**config.mk**
```make
export PLATFORM = sky130hd
export DESIGN_NAME = uart_datamemload
export DESIGN_NICKNAME = d
export VERILOG_FILES = /design/src/rtl/uart_datamemload.sv
export SDC_FILE = /design/constraint.sdc
export NUM_CORES = 1
export LEC_CHECK = 0
export ABC_AREA = 1
export BUFFER_PORTS_ARGS = -buffer_cell sky130_fd_sc_hd__buf_2
export CAP_MARGIN = 20
export CORE_ASPECT_RATIO = 1.75
export CORE_MARGIN = 8
export CORE_UTILIZATION = 30
export CTS_BUF_LIST = sky130_fd_sc_hd__clkbuf_4 sky130_fd_sc_hd__clkbuf_8
export DETAILED_ROUTE_END_ITERATION = 10
export REMOVE_ABC_BUFFERS = 1
export SYNTH_ARGS = -nofsm -noshare
export SYNTH_HDL_FRONTEND = slang
export SYNTH_SLANG_ARGS = --single-unit
```
**constraint.sdc**
```tcl
create_clock -name CLK -period 2.7 [get_ports CLK]
set_input_delay 0.405 -clock CLK [delete_from_list [all_inputs] [get_ports CLK]]
set_output_delay 0.405 -clock CLK [all_outputs]
set_load 0.02 [all_outputs]
```
**src/rtl/uart_datamemload.sv**
```systemverilog
// rtl/uart_datamemload.sv - UART receiver that packs bytes into 32-bit words and writes them to a data memory
//
// Receives 8N1 frames on RX, or 8E1 frames when UART_DATAMEMLOAD_PARITY_EN is defined.
// Accepted bytes are assembled little-endian into 32-bit words. Each complete word is
// written to consecutive word addresses, and the address wraps after 2**ADDR_W words.
//
// Ports:
//   CLK        sole clock, rising edge
//   nrst       asynchronous active-low reset
//   RX         UART serial input, idles high, asynchronous to CLK
//   con_write  byte-write enables, 4'hF for one cycle per completed word, else 4'h0
//   con_addr   word address of the last write (held between writes)
//   con_in     data of the last write (held between writes)
//   busy       receiving a frame, or a word is partially assembled
//   load_done  one-cycle pulse together with the write to the last address
//   frame_err  sticky: bad stop bit (or bad parity); cleared only by reset
module uart_datamemload #(
  parameter int CLK_FREQ = 50000000,
  parameter int BAUD     = 115200,
  parameter int ADDR_W   = 10
) (
  input  logic              CLK,
  input  logic              nrst,
  input  logic              RX,
  output logic [3:0]        con_write,
  output logic [ADDR_W-1:0] con_addr,
  output logic [31:0]       con_in,
  output logic              busy,
  output logic              load_done,
  output logic              frame_err
);

  localparam int CPB   = CLK_FREQ / BAUD;
  localparam int CNT_W = (CPB > 1) ? $clog2(CPB) : 1;
  localparam logic [CNT_W-1:0] BIT_LAST  = CNT_W'(CPB - 1);
  localparam logic [CNT_W-1:0] HALF_LAST = CNT_W'(CPB / 2 - 1);

`ifdef UART_DATAMEMLOAD_PARITY_EN
  typedef enum logic [2:0] {S_IDLE, S_START, S_DATA, S_PARITY, S_STOP} state_t;
`else
  typedef enum logic [2:0] {S_IDLE, S_START, S_DATA, S_STOP} state_t;
`endif

  state_t            state_q, state_d;
  logic              rx_meta_q, rx_meta_d;
  logic              rx_sync_q, rx_sync_d;
  logic [CNT_W-1:0]  baud_cnt_q, baud_cnt_d;
  logic [2:0]        bit_cnt_q, bit_cnt_d;
  logic [7:0]        shift_q, shift_d;
  logic [1:0]        byte_idx_q, byte_idx_d;
  logic [31:0]       word_q, word_d;
  logic [ADDR_W-1:0] ptr_q, ptr_d;
  logic [3:0]        con_write_q, con_write_d;
  logic [ADDR_W-1:0] con_addr_q, con_addr_d;
  logic [31:0]       con_in_q, con_in_d;
  logic              load_done_q, load_done_d;
  logic              frame_err_q, frame_err_d;
  logic              stop_wait_q, stop_wait_d;
`ifdef UART_DATAMEMLOAD_PARITY_EN
  logic              par_err_q, par_err_d;
`endif
  logic              accept;

  always_ff @(posedge CLK or negedge nrst) begin
    if (!nrst) begin
      state_q     <= S_IDLE;
      rx_meta_q   <= 1'b1;
      rx_sync_q   <= 1'b1;
      baud_cnt_q  <= '0;
      bit_cnt_q   <= '0;
      shift_q     <= '0;
      byte_idx_q  <= '0;
      word_q      <= '0;
      ptr_q       <= '0;
      con_write_q <= '0;
      con_addr_q  <= '0;
      con_in_q    <= '0;
      load_done_q <= 1'b0;
      frame_err_q <= 1'b0;
      stop_wait_q <= 1'b0;
`ifdef UART_DATAMEMLOAD_PARITY_EN
      par_err_q   <= 1'b0;
`endif
    end else begin
      state_q     <= state_d;
      rx_meta_q   <= rx_meta_d;
      rx_sync_q   <= rx_sync_d;
      baud_cnt_q  <= baud_cnt_d;
      bit_cnt_q   <= bit_cnt_d;
      shift_q     <= shift_d;
      byte_idx_q  <= byte_idx_d;
      word_q      <= word_d;
      ptr_q       <= ptr_d;
      con_write_q <= con_write_d;
      con_addr_q  <= con_addr_d;
      con_in_q    <= con_in_d;
      load_done_q <= load_done_d;
      frame_err_q <= frame_err_d;
      stop_wait_q <= stop_wait_d;
`ifdef UART_DATAMEMLOAD_PARITY_EN
      par_err_q   <= par_err_d;
`endif
    end
  end

  always_comb begin
    state_d     = state_q;
    rx_meta_d   = RX;
    rx_sync_d   = rx_meta_q;
    baud_cnt_d  = baud_cnt_q;
    bit_cnt_d   = bit_cnt_q;
    shift_d     = shift_q;
    byte_idx_d  = byte_idx_q;
    word_d      = word_q;
    ptr_d       = ptr_q;
    con_write_d = 4'h0;
    con_addr_d  = con_addr_q;
    con_in_d    = con_in_q;
    load_done_d = 1'b0;
    frame_err_d = frame_err_q;
    stop_wait_d = stop_wait_q;
`ifdef UART_DATAMEMLOAD_PARITY_EN
    par_err_d   = par_err_q;
`endif
    accept      = 1'b0;

    case (state_q)
      S_IDLE: begin
        baud_cnt_d  = '0;
        bit_cnt_d   = '0;
        stop_wait_d = 1'b0;
        if (!rx_sync_q) state_d = S_START;
      end
      S_START: begin
        // Resample at the start-bit midpoint; a high line here was only a glitch.
        if (baud_cnt_q == HALF_LAST) begin
          baud_cnt_d = '0;
          state_d    = rx_sync_q ? S_IDLE : S_DATA;
        end else begin
          baud_cnt_d = baud_cnt_q + CNT_W'(1);
        end
      end
      S_DATA: begin
        if (baud_cnt_q == BIT_LAST) begin
          baud_cnt_d = '0;
          shift_d    = {rx_sync_q, shift_q[7:1]};
          bit_cnt_d  = bit_cnt_q + 3'd1;
          if (bit_cnt_q == 3'd7) begin
`ifdef UART_DATAMEMLOAD_PARITY_EN
            state_d = S_PARITY;
`else
            state_d = S_STOP;
`endif
          end
        end else begin
          baud_cnt_d = baud_cnt_q + CNT_W'(1);
        end
      end
`ifdef UART_DATAMEMLOAD_PARITY_EN
      S_PARITY: begin
        if (baud_cnt_q == BIT_LAST) begin
          baud_cnt_d = '0;
          // Even parity: data bits plus parity bit must XOR to zero.
          par_err_d  = (^shift_q) ^ rx_sync_q;
          if ((^shift_q) ^ rx_sync_q) frame_err_d = 1'b1;
          state_d    = S_STOP;
        end else begin
          baud_cnt_d = baud_cnt_q + CNT_W'(1);
        end
      end
`endif
      S_STOP: begin
        if (stop_wait_q) begin
          // Broken frame: hold off until the line is idle again.
          if (rx_sync_q) begin
            stop_wait_d = 1'b0;
            state_d     = S_IDLE;
          end
        end else if (baud_cnt_q == BIT_LAST) begin
          baud_cnt_d = '0;
          if (rx_sync_q) begin
            state_d = S_IDLE;
`ifdef UART_DATAMEMLOAD_PARITY_EN
            accept  = !par_err_q;
`else
            accept  = 1'b1;
`endif
          end else begin
            frame_err_d = 1'b1;
            stop_wait_d = 1'b1;
          end
        end else begin
          baud_cnt_d = baud_cnt_q + CNT_W'(1);
        end
      end
      default: state_d = S_IDLE;
    endcase

    if (accept) begin
      word_d = word_q;
      word_d[{byte_idx_q, 3'b000} +: 8] = shift_q;
      if (byte_idx_q == 2'd3) begin
        con_write_d = 4'hF;
        con_addr_d  = ptr_q;
        con_in_d    = word_d;
        load_done_d = (ptr_q == {ADDR_W{1'b1}});
        ptr_d       = ptr_q + ADDR_W'(1);
        byte_idx_d  = 2'd0;
      end else begin
        byte_idx_d  = byte_idx_q + 2'd1;
      end
    end
  end

  assign con_write = con_write_q;
  assign con_addr  = con_addr_q;
  assign con_in    = con_in_q;
  assign load_done = load_done_q;
  assign frame_err = frame_err_q;
  assign busy      = (state_q != S_IDLE) || (byte_idx_q != 2'd0);

endmodule

```
==> results.ini <==
[run_status]
outcome = complete, no violations

[timing]
max_freq_mhz = 451
period_share_pct = 82.1
finalMaxSlewViolations = 0
fin_tns_setup_ns = 0
tightest_slew_ns = 0.620
finalSetupViolCount = 0
max-slew-margin-rel_pct = 58.5
rsz0062_at_grt = false
fin_skew_ns = 0.00945
finalHoldViolCount = 0
post-route-min-period_ns = 2.22

[synth]
synthXorXnorAreaFrac_pct = 0.817
synth-seq-cells = 114
yosysWarnings = 0
synth_top_cell_by_area = dfrtp_1
synth_area_mm2 = 0.00536
ys_top_cells_by_area = dfrtp_1, nand2_1, o21ai_0, inv_1, ha_1
synthTopCellsByCount = nand2_1, dfrtp_1, inv_1
synth_top_family_by_area = simple AND/OR/NAND/NOR gates
synthAdderAreaFrac_pct = 3.97
yosys.area_share.simple_pct = 18.2
seq_area_frac_synth_pct = 53.3
synthFlopType = dfrtp_1
synth_area_per_cell_um2 = 8.62
synth_compound_area_share_pct = 14.5
synth_top_area_share_pct = 52.3
synthMuxAreaShare_pct = 0
synth.most_common_cell = nand2_1
synth_edf_count = 0
yosysUniqueCellTypes = 29
syn_inst = 622
synthArstFlopShare_pct = 100

[power]
clkPwrFrac_pct = 51.4
seqPwrFrac_pct = 47.4
p_sw_share_pct = 19.8
power_frac_comb_pct = 1.2
ir_worst_vdd_uv = 253
internal_power_mw = 2.89
p_switching_uw = 714
power.density_mw_per_mm2 = 573
p_leak_nw = 3.07

[drt]
wl_per_cell_um = 13.3
routed_wl_um = 12200
drt_pass1_iterations = 4
drt_iter0_markers = 240
ant_nets = 0
drc = 0
route.vias.total = 4075
vias_per_cell = 4.45

[setup_path]
criticalPathCategory = register to register
r2r-end = word_q[16]
end_kind = register
r2r-start = byte_idx_q[0]
worst-path-max-fanout = 13
cp-endpoint = word_q[16]
cp-start-kind = register
arrival_ns = 2.56
reg2reg_slack_ns = 0.48
crit_start = byte_idx_q[0]
required_ns = 3.04
reg2reg_depth = 6

[clock_network]
root_buffer = clkbuf_8
cts_tree = built
clk-insertion-delay-late_ns = 0.42
cts_hold_buffers = 1
post_cts_buffers = 0
cts_sinks = 114
cts_made_buffers = 17
cts_resized = 0
clkSlewWorstSetupHoldPaths_ns = 0.07
ctsHtreeMaxLevel = 4
clockBufferDepth = 2

[finish]
final_util_pct = 35.9
drive_gt1_share_pct = 15.0
antenna_cells = 0
area_growth_pct = 17.4
nets = 693

[global_routing]
grt_max_degree = 80
grt_pass1_wl_um = 20800
grt_use_total_pct = 11.9
antenna_found_initial = 0
met1_usage_pct = 12.4
grt_use_met2_pct = 22.0
grt_use_met3_pct = 2.79
top_usage_layer = met2
overflow = 0
grt_pass1_vias = 4180

[min_path]
min_path_type = input port to register
whs_path_depth = 1

[die]
ioPinCount = 52
core_mm2 = 0.0175
dieArea_mm2 = 0.0226
die_y_um = 193
die_w_um = 117
initial_utilization_pct = 30.6
fp-row-count = 64

[placed_design]
gp_congestion = 0.830
hpwl_um = 8890
portBuffers = 51

[flow_run]
drv_cap = 0

## routing by layer
layer / part of all wire (%) / vias to the layer above
met5: 0 / -
met4: 1.6 / 0
met3: 3.9 / 14
met2: 55 / 54
met1: 39 / 1893
li1: - / 2114
## worst min path at each step
stage               startpoint  slack [ns]            end
floorplan                 nrst        0.11  baud_cnt_q[0]
global placement          nrst        0.24      con_in[5]
detailed placement        nrst        0.24      con_in[5]
CTS                         RX        0.06      rx_meta_q
global route                RX        0.07      rx_meta_q
finish                      RX        0.09      rx_meta_q
## state kept, by name, indices dropped and copies added (netlist names), 2 cells and up
register and cells:
con_addr 10, state_q 2, ptr_q 10, con_in 32, word_q 32, baud_cnt_q 9
shift_q 8, bit_cnt_q 3, byte_idx_q 2
## logic make-up after synthesis
| kind of cell | count (synthesis) |
|---|---|
| simple gates | 233 |
| compound gates | 138 |
| buf+inv | 115 |
| flops | 114 |
| fa+ha+maj | 17 |
| xor+xnor | 5 |
## placed cells by master, fill, tap and decap left out, types with 8 or more instances in the layout
master,Yosys,layout
o22ai_1,8,8
nor2_1,40,40
inv_1,83,83
o21ai_1,33,33
nand2_1,155,155
ha_1,17,17
nand4_1,12,12
o21ai_0,68,68
a22oi_1,24,24
nand3_1,16,16
buf_2,6,50
clkbuf_8,0,20
dfrtp_1,112,112
## critical path, stage by stage (launching register included)
cell      delay [ns]
dfrtp_1         0.45
inv_1           0.31
ha_1            0.21
clkinv_1        0.25
nor3_2          0.53
a22oi_1         0.17
o21ai_0         0.20
## stage by stage
| step | setup WS (ns) | instance area, um^2 | total power [mW] | hold slack [ns] | instances |
|---|---|---|---|---|---|
| final | 0.483 | 6290 | 3.61 | 0.0877 | 916 |
| after global routing | 0.242 | 6290 | 3.74 | 0.0663 | 916 |
| after CTS | 0.468 | 6290 | 3.67 | 0.0635 | 916 |
| after detailed placement | 0.487 | 5820 | 1.79 | 0.235 | 884 |
| after global placement | 0.521 | 5820 | 1.79 | 0.237 | 884 |
| after floorplan | 0.597 | 5210 | 1.75 | 0.109 | 598 |
## power groups by stage
| stage | clock (mW) | combinational, mW | sequential, mW |
|---|---|---|---|
| floorplan | 0 | 0.00206 | 1.74 |
| detailed placement | 0 | 0.0458 | 1.74 |
| finish | 1.85 | 0.0428 | 1.71 |
| global placement | 0 | 0.0458 | 1.74 |
| global route | 1.98 | 0.0521 | 1.71 |
| CTS | 1.91 | 0.0468 | 1.71 |
## area by class of cell
class | count | area (um^2)
multi-input combinational | 393 | 2010
timing repair buffer | 56 | 335
sequential | 114 | 2860
inverter | 91 | 343
clock buffer | 21 | 283
clock inverter | 10 | 179
fill | 1800 | 11200
tap | 231 | 289
Note: power is estimated with default switching activity, not from simulation.
